## config.mk

```make
export PLATFORM = sky130hd
export DESIGN_NAME = spin_button_conditioner
export DESIGN_NICKNAME = d
export VERILOG_FILES = /design/src/rtl/slot_pkg.sv /design/src/rtl/pulse_stretcher.sv /design/src/rtl/spin_button_conditioner.sv
export SDC_FILE = /design/constraint.sdc
export NUM_CORES = 1
export LEC_CHECK = 0
export ABC_AREA = 0
export CORE_MARGIN = 2
export CORE_UTILIZATION = 30
export CTS_CLUSTER_SIZE = 24
export DETAILED_ROUTE_END_ITERATION = 8
export GPL_TIMING_DRIVEN = 0
export RECOVER_POWER = 50
export SYNTH_ARGS = -nofsm -noshare
export SYNTH_HDL_FRONTEND = slang
export SYNTH_SLANG_ARGS = --single-unit
```

## constraint.sdc

```tcl
create_clock -name clk -period 2.6 [get_ports clk]
set_clock_uncertainty 0.2 [all_clocks]
set_input_delay 0.52 -clock clk [delete_from_list [all_inputs] [get_ports clk]]
set_output_delay 0.52 -clock clk [all_outputs]
set_load 0.1 [all_outputs]
```

## src/rtl/slot_pkg.sv

```systemverilog
`default_nettype none
// ============================================================================
//  Module   : slot_pkg
//  Purpose  : Shared types and constants for the slot-machine spin-button
//             front end.
//             btn_state_t - debounce FSM states (IDLE, PRESS_CHK, PRESSED,
//                           REL_CHK), explicitly 2 bits wide.
//             c_PRESS_W   - width of the accepted-press counter.
//  Revision : 1.0 - initial release
// ============================================================================
package slot_pkg;

    localparam int c_PRESS_W = 8;

    typedef enum logic [1:0] {
        IDLE      = 2'd0,
        PRESS_CHK = 2'd1,
        PRESSED   = 2'd2,
        REL_CHK   = 2'd3
    } btn_state_t;

endpackage
`default_nettype wire

```

## src/rtl/pulse_stretcher.sv

```systemverilog
`default_nettype none
// ============================================================================
//  Module   : pulse_stretcher
//  Purpose  : Turns a single-cycle trigger into a registered pulse exactly
//             PULSE_CYCLES clocks wide. A trigger while a pulse is running
//             reloads the counter (extends, never queues).
//  Ports    : clk   - clock
//             reset - synchronous, active-high reset
//             trig  - single-cycle load request
//             out   - stretched pulse, registered
//  Revision : 1.0 - initial release
// ============================================================================
module pulse_stretcher #(
    parameter int PULSE_CYCLES = 4
) (
    input  logic clk,
    input  logic reset,
    input  logic trig,
    output logic out
);

    localparam int              c_W    = $clog2(PULSE_CYCLES + 1);
    localparam logic [c_W-1:0]  c_LOAD = c_W'(PULSE_CYCLES);

    logic [c_W-1:0] r_cnt;
    logic [c_W-1:0] w_cnt_next;
    logic           r_out;

    always_comb begin
        w_cnt_next = r_cnt;
        if (trig) begin
            w_cnt_next = c_LOAD;
        end else if (r_cnt != '0) begin
            w_cnt_next = r_cnt - 1'b1;
        end
    end

    // Output flop mirrors the next counter value so out is high in the same
    // cycle the counter holds a non-zero value.
    always_ff @(posedge clk) begin
        if (reset) begin
            r_cnt <= '0;
            r_out <= 1'b0;
        end else begin
            r_cnt <= w_cnt_next;
            r_out <= (w_cnt_next != '0);
        end
    end

    assign out = r_out;

endmodule
`default_nettype wire

```

## src/rtl/spin_button_conditioner.sv

```systemverilog
`default_nettype none
// ============================================================================
//  Module   : spin_button_conditioner
//  Purpose  : Spin push-button front end: two-flop synchroniser, press/release
//             debounce FSM, accepted-press counter and a stretched spin
//             request for the slow slot-machine logic.
//  Ports    : clk         - undivided board clock
//             reset       - synchronous, active-high reset
//             btn_raw     - asynchronous bouncy button level (1 = pressed)
//             spin_req    - stretched spin request (slot machine data_in)
//             btn_level   - debounced button level
//             press_count - accepted-press counter, wraps 255 -> 0
//  Options  : SPIN_AUTOREPEAT_EN - when defined, a held button re-fires a
//             spin request every REPEAT_CYCLES clocks.
//  Revision : 1.0 - initial release
// ============================================================================
module spin_button_conditioner
    import slot_pkg::*;
#(
    parameter int DEBOUNCE_CYCLES = 1000000,
    parameter int CNT_W           = 20,
    parameter int PULSE_CYCLES    = 4,
    parameter int REPEAT_CYCLES   = 50000000
) (
    input  logic                 clk,
    input  logic                 reset,
    input  logic                 btn_raw,
    output logic                 spin_req,
    output logic                 btn_level,
    output logic [c_PRESS_W-1:0] press_count
);

    // ------------------------------------------------------------------
    // Parameter legality, caught at elaboration
    // ------------------------------------------------------------------
    if (DEBOUNCE_CYCLES < 2) begin : g_bad_debounce
        $error("DEBOUNCE_CYCLES must be at least 2");
    end
    if ((DEBOUNCE_CYCLES >> CNT_W) != 0) begin : g_bad_cnt_w
        $error("CNT_W too narrow for DEBOUNCE_CYCLES");
    end
    if (PULSE_CYCLES < 1) begin : g_bad_pulse
        $error("PULSE_CYCLES must be at least 1");
    end
    if (REPEAT_CYCLES <= PULSE_CYCLES) begin : g_bad_repeat
        $error("REPEAT_CYCLES must exceed PULSE_CYCLES");
    end

    localparam logic [CNT_W-1:0] c_CNT_LAST = CNT_W'(DEBOUNCE_CYCLES - 1);

    logic                 r_s1;
    logic                 r_s2;
    btn_state_t           r_state;
    logic [CNT_W-1:0]     r_cnt;
    logic                 r_btn_level;
    logic [c_PRESS_W-1:0] r_press_count;
    logic                 w_accept;
    logic                 w_repeat;
    logic                 w_trig;

    // ------------------------------------------------------------------
    // Synchroniser: everything downstream looks only at r_s2
    // ------------------------------------------------------------------
    always_ff @(posedge clk) begin
        if (reset) begin
            r_s1 <= 1'b0;
            r_s2 <= 1'b0;
        end else begin
            r_s1 <= btn_raw;
            r_s2 <= r_s1;
        end
    end

    // Acceptance is decoded combinationally so the stretcher loads on the
    // same edge that the FSM moves into PRESSED.
    assign w_accept = (r_state == PRESS_CHK) && r_s2 && (r_cnt == c_CNT_LAST);

`ifdef SPIN_AUTOREPEAT_EN
    localparam int                c_REP_W    = $clog2(REPEAT_CYCLES);
    localparam logic [c_REP_W-1:0] c_REP_LAST = c_REP_W'(REPEAT_CYCLES - 1);

    logic [c_REP_W-1:0] r_rep;

    // Only steady PRESSED cycles advance the repeat timer; REL_CHK holds it
    // so a short release glitch resumes the same repeat phase.
    assign w_repeat = (r_state == PRESSED) && r_s2 && (r_rep == c_REP_LAST);

    always_ff @(posedge clk) begin
        if (reset) begin
            r_rep <= '0;
        end else if (w_accept || (r_state == IDLE)) begin
            r_rep <= '0;
        end else if ((r_state == PRESSED) && r_s2) begin
            r_rep <= w_repeat ? '0 : r_rep + 1'b1;
        end
    end
`else
    assign w_repeat = 1'b0;
`endif

    assign w_trig = w_accept | w_repeat;

    // ------------------------------------------------------------------
    // Debounce FSM with registered level and press counter
    // ------------------------------------------------------------------
    always_ff @(posedge clk) begin
        if (reset) begin
            r_state       <= IDLE;
            r_cnt         <= '0;
            r_btn_level   <= 1'b0;
            r_press_count <= '0;
        end else begin
            if (w_trig) begin
                r_press_count <= r_press_count + 1'b1;
            end
            case (r_state)
                IDLE: begin
                    if (r_s2) begin
                        r_state <= PRESS_CHK;
                        r_cnt   <= '0;
                    end
                end
                PRESS_CHK: begin
                    if (!r_s2) begin
                        r_state <= IDLE;
                    end else if (r_cnt == c_CNT_LAST) begin
                        r_state     <= PRESSED;
                        r_btn_level <= 1'b1;
                    end else begin
                        r_cnt <= r_cnt + 1'b1;
                    end
                end
                PRESSED: begin
                    if (!r_s2) begin
                        r_state <= REL_CHK;
                        r_cnt   <= '0;
                    end
                end
                REL_CHK: begin
                    if (r_s2) begin
                        r_state <= PRESSED;
                    end else if (r_cnt == c_CNT_LAST) begin
                        r_state     <= IDLE;
                        r_btn_level <= 1'b0;
                    end else begin
                        r_cnt <= r_cnt + 1'b1;
                    end
                end
                default: begin
                    r_state <= IDLE;
                end
            endcase
        end
    end

    pulse_stretcher #(
        .PULSE_CYCLES (PULSE_CYCLES)
    ) u_stretch (
        .clk   (clk),
        .reset (reset),
        .trig  (w_trig),
        .out   (spin_req)
    );

    assign btn_level   = r_btn_level;
    assign press_count = r_press_count;

endmodule
`default_nettype wire

```

==> impl_metrics.py <==
metrics = {
    "placed_design": {
        "detailed_place_hpwl_mm": 3.424,
        "io_buffer_count": 12,
        "place.gp.congestion": 0.7931,
    },
    "clocking": {
        "worstSkewPairLatency_ns": 0.29,
        "clkSinkCount": 37,
        "max-clock-path-buffers": 2,
        "htree_levels": 2,
        "tritoncts": "built",
        "clock_pin_slew_reported_for_the_worst_setup_and_hold_paths_after_clock_tree_synthesis_ns": 0.08,
        "cts_hold_repair.buffers": 0,
        "clock-root-buffer": "sky130_fd_sc_hd__clkbuf_8",
        "numCtsBuffers": 5,
    },
    "timing": {
        "fmax_mhz": 394.2,
        "hold_ws_ns": 0.2439,
        "finalCriticalPeriod_ns": 2.537,
        "timing.max_slew.rel_slack_pct": 21.54,
        "timing_hold_violations_final": 0,
        "rsz0062_at_grt": "false",
        "worst_pin_slew_ns": 1.182,
        "drv_slew": 0,
        "report.final.setup_viol": 0,
        "setup-tns-final_ns": 0,
        "final.period_utilization_pct": 97.58,
    },
    "critical_path": {
        "cp-end-kind": "output port",
        "ff2ff_setup_slack_ns": 0.13,
        "timing.critical_path.slowest_cell_delay_ns": 1.15,
        "cp.buffers_inverters": 1,
        "data_required_time_of_the_critical_path_ns": 1.88,
        "slowest_stage": "sky130_fd_sc_hd__clkdlybuf4s50_1",
        "cp_cell_sequence": "clkdlybuf4s50_1",
        "critical_path.startpoint_type": "flip-flop",
        "arrival_ns": 1.82,
        "critical_path.top_delay_family": "buffers and inverters",
        "worst-path-max-fanout": 4,
        "timing.setup.critical_path_class": "flip-flop to output port",
    },
    "hold_path": {
        "min-delay-path-class": "flip-flop to flip-flop",
    },
    "power": {
        "max-vdd-ir-drop_mv": 0.3763,
        "power-per-cell-area_nw_per_um2": 567.6,
        "p_leak_nw": 0.7237,
    },
    "detailed_routing": {
        "post_drt_via_cell_ratio": 5.653,
        "drt_iter0_markers": 108,
        "ant_nets": 0,
        "totalWireLength_mm": 4.839,
        "drt-wirelength-per-cell_um": 14.23,
        "drt_pre_antenna_iters": 4,
        "dr_total_vias": 1922,
        "drc_errors_left": 0,
    },
    "yosys": {
        "post-synth-top-count-cell": "sky130_fd_sc_hd__dfxtp_1",
        "netlist-cell-type-count": 45,
        "mappedNetlistArea_um2": 2009,
        "post_synth_most_frequent_cells": "37 x sky130_fd_sc_hd__dfxtp_1, 19 x sky130_fd_sc_hd__a21oi_1, 18 x sky130_fd_sc_hd__nand3_1, 17 x sky130_fd_sc_hd__nand2_1, 14 x sky130_fd_sc_hd__inv_1",
        "synth-edff-count": 0,
        "synth-warning-count": 0,
        "synth.net_count": 249,
        "synth_ff_type": "sky130_fd_sc_hd__dfxtp_1",
        "ys_ff_latch": 37,
        "synth_top_cell_area_share_pct": 36.86,
        "synth_area_leader_cell": "sky130_fd_sc_hd__dfxtp_1",
        "avgSynthCellArea_um2": 8.338,
        "postSynth.asyncResetShare_pct": 0,
        "synthCells": 241,
        "ys_seq_area_share_pct": 36.86,
        "ys_top_cells_by_area": "sky130_fd_sc_hd__dfxtp_1 37%, sky130_fd_sc_hd__a21oi_1 4.7%, sky130_fd_sc_hd__nand3_1 4.5%",
    },
    "cells_and_area": {
        "antenna_cells": 0,
        "drive_above_1_share_pct": 7.985,
        "design.final.nets": 270,
        "syn2layout_area_growth_pct": 16.69,
    },
    "status": {
        "run_status": "completed",
    },
    "grt": {
        "global_route.overflow_total": 0,
        "grt_start_max_net_pins": 13,
        "antenna_found_initial": 0,
        "grt_first_pass_wirelength_mm": 8.411,
        "vias_in_the_first_global_route": 1745,
        "grtUsageTotal_pct": 14.24,
    },
    "floorplanning": {
        "initial_cell_density_of_the_core_pct": 31.29,
        "floorplan.die.height_um": 85.84,
        "io_pins": 13,
        "core_um2": 6422,
        "die_x_um": 85.84,
        "floorplan.die_area_um2": 7369,
        "num_rows": 29,
    },
    "job": {
        "cap_viol_max_count": 0,
    },
}
==> final cells by class <==
cell class	instances	area [um^2]
fillers	652	4078
multi-input cells	179	1181
flip-flops and latches	37	740.7
repair buffers	14	103.9
well taps	77	96.34
clock buffers	6	82.58
inverters	14	52.55
plain buffers	11	50.05
clock inverters	2	37.54
==> where the power goes <==
group / total, mW / switching [mW] / internal (mW)
sequential: 0.601 / 0.0133 / 0.587
clock: 0.528 / 0.216 / 0.312
combinational: 0.202 / 0.139 / 0.0633
==> repair_timing <==
action | 4_1_cts | 5_1_grt
endpoints found under the setup margin | 1 | 6
setup buffers | 0 | 2
resized for setup | 1 | 7
pin swaps | 0 | 1
==> placed cells by master (no fill, tap or decap), types with 2 or more instances in the layout <==
| cell | count |
|---|---|
| sky130_fd_sc_hd__o41ai_1 | 3 |
| sky130_fd_sc_hd__o31ai_1 | 10 |
| sky130_fd_sc_hd__mux2_2 | 2 |
| sky130_fd_sc_hd__or4_1 | 12 |
| sky130_fd_sc_hd__o211ai_1 | 4 |
| sky130_fd_sc_hd__ha_1 | 4 |
| sky130_fd_sc_hd__o32ai_1 | 3 |
| sky130_fd_sc_hd__nand3_1 | 18 |
| sky130_fd_sc_hd__nand4_1 | 7 |
| sky130_fd_sc_hd__nor2b_1 | 5 |
| sky130_fd_sc_hd__a31oi_1 | 7 |
| sky130_fd_sc_hd__o21ai_0 | 4 |
| sky130_fd_sc_hd__clkdlybuf4s50_1 | 6 |
| sky130_fd_sc_hd__mux2i_1 | 3 |
| sky130_fd_sc_hd__nor4b_1 | 3 |
| sky130_fd_sc_hd__nor3_1 | 8 |
| sky130_fd_sc_hd__clkbuf_8 | 6 |
| sky130_fd_sc_hd__xnor2_1 | 2 |
| sky130_fd_sc_hd__buf_4 | 2 |
| sky130_fd_sc_hd__nor4_1 | 2 |
| sky130_fd_sc_hd__dfxtp_1 | 37 |
| sky130_fd_sc_hd__inv_1 | 14 |
| sky130_fd_sc_hd__nand2b_1 | 4 |
| sky130_fd_sc_hd__nand2_1 | 17 |
| sky130_fd_sc_hd__a21oi_1 | 19 |
| sky130_fd_sc_hd__nor4_2 | 2 |
| sky130_fd_sc_hd__and4_1 | 3 |
| sky130_fd_sc_hd__and3_1 | 5 |
| sky130_fd_sc_hd__and2_1 | 3 |
| sky130_fd_sc_hd__a211oi_1 | 2 |
| sky130_fd_sc_hd__or3_1 | 2 |
| sky130_fd_sc_hd__nor2_1 | 8 |
| sky130_fd_sc_hd__o311ai_0 | 3 |
| sky130_fd_sc_hd__clkbuf_1 | 14 |
==> final timing paths <==
kind | start | end | cells after the start
max reg2reg | r_cnt[1]$_SDFFE_PP0P_ | press_count[6]$_SDFFE_PP0P_ | 6
min | r_s1$_SDFF_PP0_ | r_s2$_SDFF_PP0_ | 1
max | press_count[6]$_SDFFE_PP0P_ | press_count[6] | 1
min reg2reg | r_s1$_SDFF_PP0_ | r_s2$_SDFF_PP0_ | 1
==> routing by layer <==
| layer | routed length (um) | up-vias | global-route usage (%) |
|---|---|---|---|
| li1 | - | 965 | - |
| met1 | 2425 | 903 | 19.99 |
| met2 | 2102 | 47 | 21.09 |
| met3 | 205 | 7 | 2.984 |
| met4 | 106 | 0 | 6.061 |
| met5 | 0 | - | 0 |
==> stage by stage <==
stage	setup WS (ns)	utilization (%)	total power [mW]	instances	instance area, um^2
6_report	0.06305	36.51	1.331	340	2345
2_1_floorplan	0.2130	-	0.7725	241	2009
3_3_place_gp	0.04226	34.66	0.8161	330	2226
5_1_grt	0.004417	36.51	1.399	340	2345
3_5_place_dp	0.04286	34.66	0.8180	330	2226
4_1_cts	0.00008371	36.51	1.349	338	2345
==> sequential cells by signal, indices dropped and copies added (netlist names), named ones only <==
register,cells
r_state,1
r_cnt,20
r_s1,1
u_stretch.r_cnt,3
press_count,8
r_s2,1
btn_level,1
u_stretch.out,1
==> cells by family after synthesis <==
logic type	share of synthesized area (%)
AOI/OAI and AO/OA	19.30
buffers and inverters	5.105
xor gates and xnor gates	2.118
and+or+nand+nor	30.88
DFF	36.86
adders and majority gates	3.113
muxes	2.615
Power figures use the tool's default switching activity.
